[src/rtl/cpu_bus_bridge.sv]
// Round-robin CPU-to-memory-bus bridge: two-ack memory cycle (address, data), then DTACK/ERD to the winner.
// Optional bus-error timeout is enabled with the CPU_BRIDGE_TIMEOUT_EN macro.
module cpu_bus_bridge #(
  parameter int unsigned NCH         = 2,
  parameter int unsigned TIMEOUT_CYC = 255
) (
  input  logic               sys_clk,
  input  logic               resetl,
  input  logic               clk_en,
  input  logic [NCH-1:0]     dreq,
  input  logic [2*NCH-1:0]   siz,
  input  logic [NCH-1:0]     rw,
  input  logic [NCH-1:0]     is68k,
  input  logic               ba,
  input  logic               ack,
  output logic               mreq,
  output logic               bus_oe,
  output logic [3:0]         w_out,
  output logic               rw_out,
  output logic               justify_out,
  output logic [NCH-1:0]     owner,
  output logic [NCH-1:0]     dtackl,
  output logic [NCH-1:0]     erd,
  output logic [NCH-1:0]     buserr
);

  localparam int unsigned PW = (NCH > 1) ? $clog2(NCH) : 1;

  typedef enum logic [1:0] {IDLE, ADDR, DATA, DONE} state_t;

  state_t         state, state_nx;
  logic [PW-1:0]  own_idx;
  logic [PW-1:0]  rr_ptr;
  logic [PW-1:0]  ptr_next;
  logic [PW-1:0]  grant_idx;
  logic           grant_vld;
  logic           rw_lat;
  logic [3:0]     w_lat;
  logic           err_lat;
  logic           timeout_hit;
  logic [NCH-1:0] qual;
  logic [3:0]     wcode [NCH];

  function automatic logic [3:0] width_code(input logic m68k, input logic [1:0] s);
    if (m68k) return (s == 2'b00) ? 4'b0010 : 4'b0001;
    else      return (s == 2'b00) ? 4'b0100 : {2'b00, s};
  endfunction

  always_comb begin
    for (int unsigned i = 0; i < NCH; i++) begin
      qual[i]  = dreq[i] & ~ba & (~is68k[i] | (siz[2*i +: 2] != 2'b11));
      wcode[i] = width_code(is68k[i], siz[2*i +: 2]);
    end
  end

  // Round-robin: first scan channels at/after rr_ptr, then wrap to those below it.
  always_comb begin
    grant_vld = 1'b0;
    grant_idx = '0;
    for (int unsigned i = 0; i < NCH; i++) begin
      if (!grant_vld && qual[i] && (i >= 32'(rr_ptr))) begin
        grant_vld = 1'b1;
        grant_idx = PW'(i);
      end
    end
    for (int unsigned i = 0; i < NCH; i++) begin
      if (!grant_vld && qual[i] && (i < 32'(rr_ptr))) begin
        grant_vld = 1'b1;
        grant_idx = PW'(i);
      end
    end
  end

  always_comb begin
    if (32'(own_idx) == NCH - 1) ptr_next = '0;
    else                         ptr_next = own_idx + 1'b1;
  end

`ifdef CPU_BRIDGE_TIMEOUT_EN
  localparam int unsigned CW = $clog2(TIMEOUT_CYC + 1);
  logic [CW-1:0] to_cnt;

  assign timeout_hit = ((state == ADDR) || (state == DATA)) && !ack &&
                       ((32'(to_cnt) + 1) >= TIMEOUT_CYC);

  always_ff @(posedge sys_clk) begin
    if (!resetl) begin
      to_cnt <= '0;
    end else if (clk_en) begin
      if (state == IDLE) begin
        to_cnt <= '0;
      end else if ((state == ADDR) || (state == DATA)) begin
        if (ack) to_cnt <= '0;
        else     to_cnt <= to_cnt + 1'b1;
      end
    end
  end
`else
  assign timeout_hit = 1'b0;
`endif

  always_ff @(posedge sys_clk) begin
    if (!resetl) state <= IDLE;
    else if (clk_en) state <= state_nx;
  end

  always_comb begin
    state_nx = state;
    unique case (state)
      IDLE: if (grant_vld) state_nx = ADDR;
      ADDR: begin
        if (ack)              state_nx = DATA;
        else if (timeout_hit) state_nx = DONE;
      end
      DATA: begin
        if (ack || timeout_hit) state_nx = DONE;
      end
      DONE: if (!dreq[own_idx]) state_nx = IDLE;
      default: state_nx = IDLE;
    endcase
  end

  always_ff @(posedge sys_clk) begin
    if (!resetl) begin
      own_idx <= '0;
      rr_ptr  <= '0;
      rw_lat  <= 1'b0;
      w_lat   <= '0;
      err_lat <= 1'b0;
    end else if (clk_en) begin
      if ((state == IDLE) && grant_vld) begin
        own_idx <= grant_idx;
        rw_lat  <= rw[grant_idx];
        w_lat   <= wcode[grant_idx];
        err_lat <= 1'b0;
      end
      if (timeout_hit) err_lat <= 1'b1;
      if ((state == DONE) && !dreq[own_idx]) begin
        rr_ptr  <= ptr_next;
        err_lat <= 1'b0;
      end
    end
  end

  always_comb begin
    mreq        = 1'b0;
    bus_oe      = 1'b0;
    w_out       = '0;
    rw_out      = 1'b1;
    justify_out = 1'b0;
    owner       = '0;
    dtackl      = '1;
    erd         = '0;
    buserr      = '0;
    if (state != IDLE) begin
      bus_oe         = 1'b1;
      w_out          = w_lat;
      rw_out         = rw_lat;
      owner[own_idx] = 1'b1;
    end
    if (state == ADDR) mreq = 1'b1;
    if (state == DONE) begin
      if (err_lat) begin
        buserr[own_idx] = 1'b1;
      end else begin
        dtackl[own_idx] = 1'b0;
        erd[own_idx]    = rw_lat;
      end
    end
  end

endmodule

[config.mk]
export PLATFORM = sky130hd
export DESIGN_NAME = cpu_bus_bridge
export DESIGN_NICKNAME = d
export VERILOG_FILES = /design/src/rtl/cpu_bus_bridge.sv
export SDC_FILE = /design/constraint.sdc
export NUM_CORES = 1
export LEC_CHECK = 0
export CAP_MARGIN = 20
export CORE_UTILIZATION = 45
export CTS_BUF_LIST = sky130_fd_sc_hd__clkbuf_4 sky130_fd_sc_hd__clkbuf_8
export DETAILED_ROUTE_END_ITERATION = 8
export PLACE_DENSITY = 0.87
export SETUP_SLACK_MARGIN = 0.5
export SLEW_MARGIN = 20
export SYNTH_ARGS = -nofsm -noshare
export SYNTH_HDL_FRONTEND = slang
export SYNTH_SLANG_ARGS = --single-unit
[constraint.sdc]
create_clock -name sys_clk -period 4.2 [get_ports sys_clk]
set_input_delay 0.84 -clock sys_clk [delete_from_list [all_inputs] [get_ports sys_clk]]
set_output_delay 0.84 -clock sys_clk [all_outputs]
set_load 0.02 [all_outputs]
## After elaboration in Yosys (flattened, before gate mapping)

Index checks and enable logic that the tools add are counted.
W data, S select, Z words.

- Input bits: 15
- Word-level logic and storage cells: 92
- Output and inout bits: 16
- Bits in registers: 10

- Bitwise logic cells: 12
- Magnitude comparators: 6
- Mux-type cells: 39
- Eq/ne operators: 9
- Reductions and logical operators: 19
- $add $sub $neg: 1

Operator list:

| kind | number |
|---|---|
| $mux W2 | 13 |
| $mux W1 | 16 |
| $mux W3 | 5 |
| $mux W4 | 3 |
| $ne A2 B2 Y1 const B | 6 |
| $pmux W2 S4 | 1 |
| $logic_and A1 B1 Y1 | 7 |
| $logic_not A2 Y1 | 3 |
| $reduce_and A2 Y1 | 3 |
| $reduce_and A5 Y1 | 1 |
| $and A1 B1 Y1 | 4 |
| $eq A2 B2 Y1 const B | 2 |
| $lt A1 B2 Y1 const B | 2 |
| $reduce_bool A2 Y1 | 2 |
| $logic_not A1 Y1 | 3 |
| $not A1 Y1 | 3 |
| $and A2 B2 Y2 | 1 |
| $eq A2 B1 Y1 const B | 1 |
| $ge A2 B2 Y1 const B | 1 |
| $not A1 Y2 | 1 |
| $not A2 Y2 | 1 |
| $or A1 B1 Y1 | 2 |
| $add A1 B1 Y1 const B | 1 |
| $demux W1 S1 | 1 |
| other kinds (3) | 3 |

## Depth between registers and ports, before layout

Gate-level depths: netlist (run 1).

- Depth in word-level cells: 16
- Mapped depth: 6
- Depth with buffers taken out: 6

## Least setup slack after synthesis (run 1)

OpenSTA, ideal clock, no wires.

- Path kind: flip-flop to output port
- Start: reg state[0]
- End: out rw_out
- Data required time: 3,360 ps
- Data arrival time: 1,153 ps
- Path buffers: 1
- Stages on the path, launching flop included: 6
- Setup slack: 2,207 ps
- Cell sequence: dfxtp_1 > inv_1 > ha_1 > clkbuf_1 > inv_1 > nand2_1

- Longest elaborated chain between the ends: 2

Ends and longest elaborated chain:

| element | line | RTL |
|---|---|---|
| from (decl) | 31 | `state_t state, state_nx;` |
| from (signal assigned) | 104 | `else if (clk_en) state <= state_nx;` |
| $reduce_bool A2 Y1 | 155 | `if (state != IDLE) begin` |
| $mux W1 | 155 |  |
| to (decl) | 19 | `output logic rw_out,` |

Every way passes these cells.

## Worst setup path in the final report (run 1)

- Start: reg state[0]
- End: out w_out[1]

- Longest elaborated chain between the ends: 2

Ends and longest elaborated chain:

| element | line | RTL |
|---|---|---|
| $reduce_bool A2 Y1 | 155 |  |
| $mux W4 | 155 |  |
| to (decl) | 18 | `output logic [3:0] w_out,` |

Every way passes these cells.

==> results_dict.tcl, run 1 <==
set metrics [dict create \
    holdBufCountCts 0 \
    nFillCells 111 \
    grt_pass1_vias 508 \
    pre_cts_ws_ns 1.809 \
    synth.distinct_cells 35 \
    cap_violations 0 \
    grt_overflow 0 \
    crit_type "flip-flop to output port" \
    clock-skew-final_ns 0.001152 \
    grt_usage 0.1982 \
    n_antenna_cell 0 \
    dp_hpwl_mm 1.189 \
    critPathLaunchType "flip-flop" \
    cts_resized 0 \
    drt_first_pass_iters 4 \
    chipWidth_microns 40.46 \
    maxSlewViolCount 0 \
    finalCritPeriodShare 0.6279 \
    clock-root-buffer "clkbuf_4" \
    hold_viol 0 \
    synth-seq-area-share 0.2406 \
    cts.path.max_buffers 2 \
    mappedNetlistArea_sq_um 665.6 \
    crit_arrival_ns 1.80 \
    grt_pass1_wl_mm 2.076 \
    ff2ff_path_depth 4 \
    p_leak_nw 0.3504 \
    start_util 0.4991 \
    clk_pin_slew_ns 0.05 \
    place.gp.congestion 0.7702 \
    worstSetupEndpointType "output port" \
    grt_max_degree 11 \
    cts_setup_buffers 0 \
    coreArea_sq_um 1334 \
    io_pins 31 \
    totalWireLength_mm 1.471 \
    hold_depth 2 \
    wire_per_inst_microns 11.77 \
    ys_ff_latch 8 \
    portBuffers 26 \
    cts_sinks 8 \
    ir_drop_uv 192.7 \
    drive_gt1_frac 0.08182 \
    final_common_cell "clkdlybuf4s50_1" \
    fmax_mhz 379.2 \
    fin_ws_ns 1.563 \
    drc 0 \
    status "finished, final reports clean" \
    die_h_microns 40.46 \
    avgSynthCellArea_sq_um 8.020 \
    final_cell_mix "clkdlybuf4s50_1 (26), nand2_1 (8), dfxtp_1 (8)" \
    critPathMaxFanout 10 \
    insertion_delay_ns 0.25 \
    period_needed_ns 2.637 \
    antenna_found_initial 0 \
    ys_warn_count 0 \
    setup_tns_ns 0 \
    viasPerCell 5.416 \
    p_per_area_nw_per_um2 249.1 \
    numCtsBuffers 3 \
    final_util 0.7083 \
    nets 131 \
    synthCells 83 \
    rsz0062_at_grt "false" \
    hold_path_class "flip-flop to flip-flop" \
    first_iter_violations 9 \
    rows 13 \
    vias 677 \
    finalSetupViolations 0 \
    htreeDepth 1 \
    cts_tree "yes" \
    ant_nets 0 \
    crit_required_ns 3.36 \
    area_delta_synth_final_pct 41.92 \
    die_area_sq_um 1637 \
]
==> cells in the mapped netlist <==
| master | count | share of area |
|---|---|---|
| nor2b_1 | 5 | 0.047 |
| a311oi_1 | 2 | 0.026 |
| nor2_1 | 7 | 0.039 |
| conb_1 | 1 | 0.0056 |
| ha_1 | 4 | 0.075 |
| dfxtp_1 | 8 | 0.24 |
| mux2i_1 | 4 | 0.060 |
| nand2b_1 | 2 | 0.019 |
| o221ai_1 | 1 | 0.013 |
| o21ai_0 | 1 | 0.0075 |
| nand3_2 | 1 | 0.015 |
| inv_1 | 6 | 0.034 |
| clkbuf_1 | 1 | 0.0056 |
| nand3_1 | 1 | 0.0075 |
| nor3_1 | 2 | 0.015 |
| a211oi_2 | 1 | 0.019 |
| a21o_2 | 1 | 0.013 |
| a21oi_1 | 6 | 0.045 |
| o22ai_1 | 1 | 0.0094 |
| a211oi_1 | 1 | 0.011 |
| a2bb2oi_1 | 2 | 0.026 |
| o21a_1 | 1 | 0.011 |
| buf_4 | 4 | 0.045 |
| nand2_1 | 8 | 0.045 |
| and3_4 | 1 | 0.017 |
| o22a_1 | 1 | 0.013 |
| o32ai_2 | 1 | 0.024 |
| a211o_1 | 1 | 0.013 |
| and2_1 | 2 | 0.019 |
| nor3b_1 | 1 | 0.011 |
| nand3b_1 | 1 | 0.011 |
| o211ai_1 | 1 | 0.011 |
| o221a_2 | 1 | 0.017 |
| o2bb2ai_1 | 1 | 0.013 |
| o31a_1 | 1 | 0.013 |
==> cell families after synthesis <==
| kind of cell | Yosys count | synth area share |
|---|---|---|
| buffers and inverters | 11 | 0.08458 |
| and+or+nand+nor | 31 | 0.2462 |
| muxes | 4 | 0.06015 |
| other | 1 | 0.005634 |
| DFF | 8 | 0.2406 |
| AOI/OAI and AO/OA | 24 | 0.2876 |
| adders and majority gates | 4 | 0.07519 |
==> final cells by class <==
type | instances | area [sq um] | area share
multi-input cells | 67 | 460.4 | 0.4874
well taps | 15 | 18.77 | 0.01987
flip-flops and latches | 8 | 160.2 | 0.1695
repair buffers | 26 | 260.3 | 0.2755
inverters | 6 | 22.52 | 0.02384
clock buffers | 3 | 22.52 | 0.02384
==> worst max-delay path, cell delays in order, from the launching register on <==
cell             delay [ns]
dfxtp_1                0.37
inv_1                  0.08
ha_1                   0.32
nor2b_1                0.16
clkdlybuf4s50_1        0.61
==> power by group <==
group          leakage (nW)  total, mW  switching, mW  internal [mW]
Combinational         0.271     0.0921         0.0480         0.0442
Sequential           0.0652     0.0850        0.00369         0.0814
Clock                0.0138     0.0581         0.0255         0.0326
==> through the flow <==
stage / cell area (sq um) / total power, mW / cells / hold slack, ns
after global routing: 944.7 / 0.2519 / 125 / 0.4964
final: 944.7 / 0.2353 / 125 / 0.4785
after global placement: 922.1 / 0.1781 / 122 / 0.4802
after CTS: 944.7 / 0.2380 / 125 / 0.4820
after detailed placement: 922.1 / 0.1789 / 122 / 0.4747
after floorplan: 676.9 / 0.1422 / 86 / 0.4597
==> final timing paths <==
path / startpoint / endpoint / slack, ns
setup / recovery: state[0] / w_out[1] / 1.56
hold / removal: w_lat[1] / w_lat[1] / 0.48
setup reg to reg: own_idx / state[1] / 2.73
hold reg to reg: w_lat[1] / w_lat[1] / 0.48
==> routing by layer <==
metal / track usage / up-vias / share of wire
li1: - / 351 / -
met1: 0.2508 / 300 / 0.49
met2: 0.2817 / 22 / 0.44
met3: 0.08333 / 4 / 0.055
met4: 0.1000 / 0 / 0.020
met5: 0 / - / 0
==> state kept, by name, summed over array words and instances (netlist names) <==
name and count:
own_idx 1, rr_ptr 1, rw_lat 1, state 2, w_lat 3
No activity file was read; power rests on OpenSTA's default activity.
==> run 2, diff against run 1 <==
--- a/config.mk
+++ b/config.mk
@@ -6,10 +6,10 @@
 export NUM_CORES = 1
 export LEC_CHECK = 0
 export CAP_MARGIN = 20
-export CORE_UTILIZATION = 45
+export CORE_UTILIZATION = 42
 export CTS_BUF_LIST = sky130_fd_sc_hd__clkbuf_4 sky130_fd_sc_hd__clkbuf_8
 export DETAILED_ROUTE_END_ITERATION = 8
-export PLACE_DENSITY = 0.87
+export PLACE_DENSITY = 0.82
 export SETUP_SLACK_MARGIN = 0.5
 export SLEW_MARGIN = 20
 export SYNTH_ARGS = -nofsm -noshare
==> constraint.sdc (replaced) <==
create_clock -name sys_clk -period 2.7 [get_ports sys_clk]
set_input_delay 0.54 -clock sys_clk [delete_from_list [all_inputs] [get_ports sys_clk]]
set_output_delay 0.54 -clock sys_clk [all_outputs]
set_load 0.02 [all_outputs]
==> results_dict.tcl, run 2 (same netlist as run 1, synthesis figures left out) <==
set metrics [dict create \
    drc 0 \
    area_delta_synth_final_pct 44.55 \
    first_iter_violations 13 \
    portBuffers 26 \
    antenna_found_initial 0 \
    critPathMaxFanout 4 \
    vias 705 \
    hold_path_class "flip-flop to flip-flop" \
    cts.path.max_buffers 2 \
    worstSetupEndpointType "output port" \
    fin_area_sq_um 962.2 \
    p_leak_nw 0.4273 \
    final_cells 126 \
    grt_overflow 0 \
    grt_usage 0.2116 \
    setup_tns_ns 0 \
    max_stage_delay_ns 0.60 \
    cap_violations 0 \
    totalWireLength_mm 1.709 \
    drive_gt1_frac 0.09091 \
    io_pins 31 \
    rows 14 \
    die_h_microns 41.81 \
    holdBufCountCts 0 \
    final_common_cell "clkdlybuf4s50_1" \
    grt_max_degree 11 \
    grt_pass1_wl_mm 2.870 \
    wire_per_inst_microns 13.56 \
    reg.largest.list "w_lat x3, state x2" \
    numCtsBuffers 3 \
    clock-root-buffer "clkbuf_4" \
    maxSlewViolCount 0 \
    crit_buf_inv 1 \
    fmax_mhz 480.6 \
    largest_reg_flops 3 \
    place.gp.congestion 0.7980 \
    ant_nets 0 \
    ir_drop_uv 307.2 \
    power_mw 0.3778 \
    die_area_sq_um 1748 \
    clock-skew-final_ns 0.004340 \
    finalCritPeriodShare 0.7706 \
    finalSetupViolations 0 \
    place_area_sq_um 923.4 \
    start_util 0.4471 \
    path_cells "ha_1 > nand2_1 > clkdlybuf4s50_1" \
    p_per_area_nw_per_um2 392.7 \
    period_needed_ns 2.081 \
    clk_pin_slew_ns 0.05 \
    status "finished, final reports clean" \
    coreArea_sq_um 1489 \
    grt_pass1_vias 688 \
    viasPerCell 5.595 \
    cts_tree "yes" \
    n_antenna_cell 0 \
    cp_top_family "buffers and inverters" \
    crit_arrival_ns 1.54 \
    final_cell_mix "clkdlybuf4s50_1 (17), nand2_1 (8), dfxtp_1 (8)" \
    chipWidth_microns 41.81 \
    reg2reg_slack_ns 1.16 \
    nets 131 \
    hold_viol 0 \
    crit_type "flip-flop to output port" \
    rsz0062_at_grt "false" \
    holdWs_ns 0.4835 \
    dp_hpwl_mm 1.323 \
    critPathSlowestCell "clkdlybuf4s50_1" \
    regMostFlops "w_lat" \
    dp.cells 123 \
    crit_required_ns 2.16 \
    cts_sinks 8 \
    drt_first_pass_iters 4 \
    htreeDepth 1 \
    insertion_delay_ns 0.26 \
    critPathLaunchType "flip-flop" \
]
==> run 2: path summary, 6_finish.rpt <==
path	startpoint	depth (start not counted)	end
max	state[0]	3	dtackl[1]
min	w_lat[1]	2	w_lat[1]
max reg2reg	state[0]	6	state[1]
min reg2reg	w_lat[1]	2	w_lat[1]
==> run 2: per-stage QoR <==
| stage | worst slack, ns | util |
|---|---|---|
| floorplan | 1.007 | - |
| finish | 0.6193 | 0.6462 |
| CTS | 0.4897 | 0.6395 |
| detailed placement | 0.6006 | 0.6202 |
| global placement | 0.6304 | 0.6202 |
| global route | 0.5460 | 0.6462 |
==> run 2: report_power, final <==
group	leakage [nW]	internal, mW	switching (mW)
sequential	0.0652	0.126	0.00672
combinational	0.348	0.0715	0.0788
clock	0.0138	0.0510	0.0433
total	0.427	0.249	0.129
==> run 2: layer usage <==
layer  global-route usage  routed length (microns)  vias to the layer above
met1               0.2372                      717                      342
li1                     -                        -                      348
met4              0.08387                       19                        0
met2               0.3656                      922                       11
met3              0.06957                       49                        4
met5                    0                        0                        -
==> run 2: area by class of cell <==
class                           count  area, sq um
Fill cell                         136        526.8
Multi-Input combinational cell     67        473.0
Timing Repair Buffer               26        264.0
Sequential cell                     8        160.2
Clock buffer                        3        22.52
Inverter                            6        22.52
Tap cell                           16        20.02
==> run 2: what timing repair did <==
item,in CTS,in global routing
buffers inserted,0,0
endpoints found under the setup margin,8,4
endpoints found under the hold margin,0,0
gates resized for setup,7,4
==> run 2: worst min-delay path: stages (launching register included) <==
cell     delay (ns)
dfxtp_1        0.30
nand2_1        0.06
o32ai_2        0.07
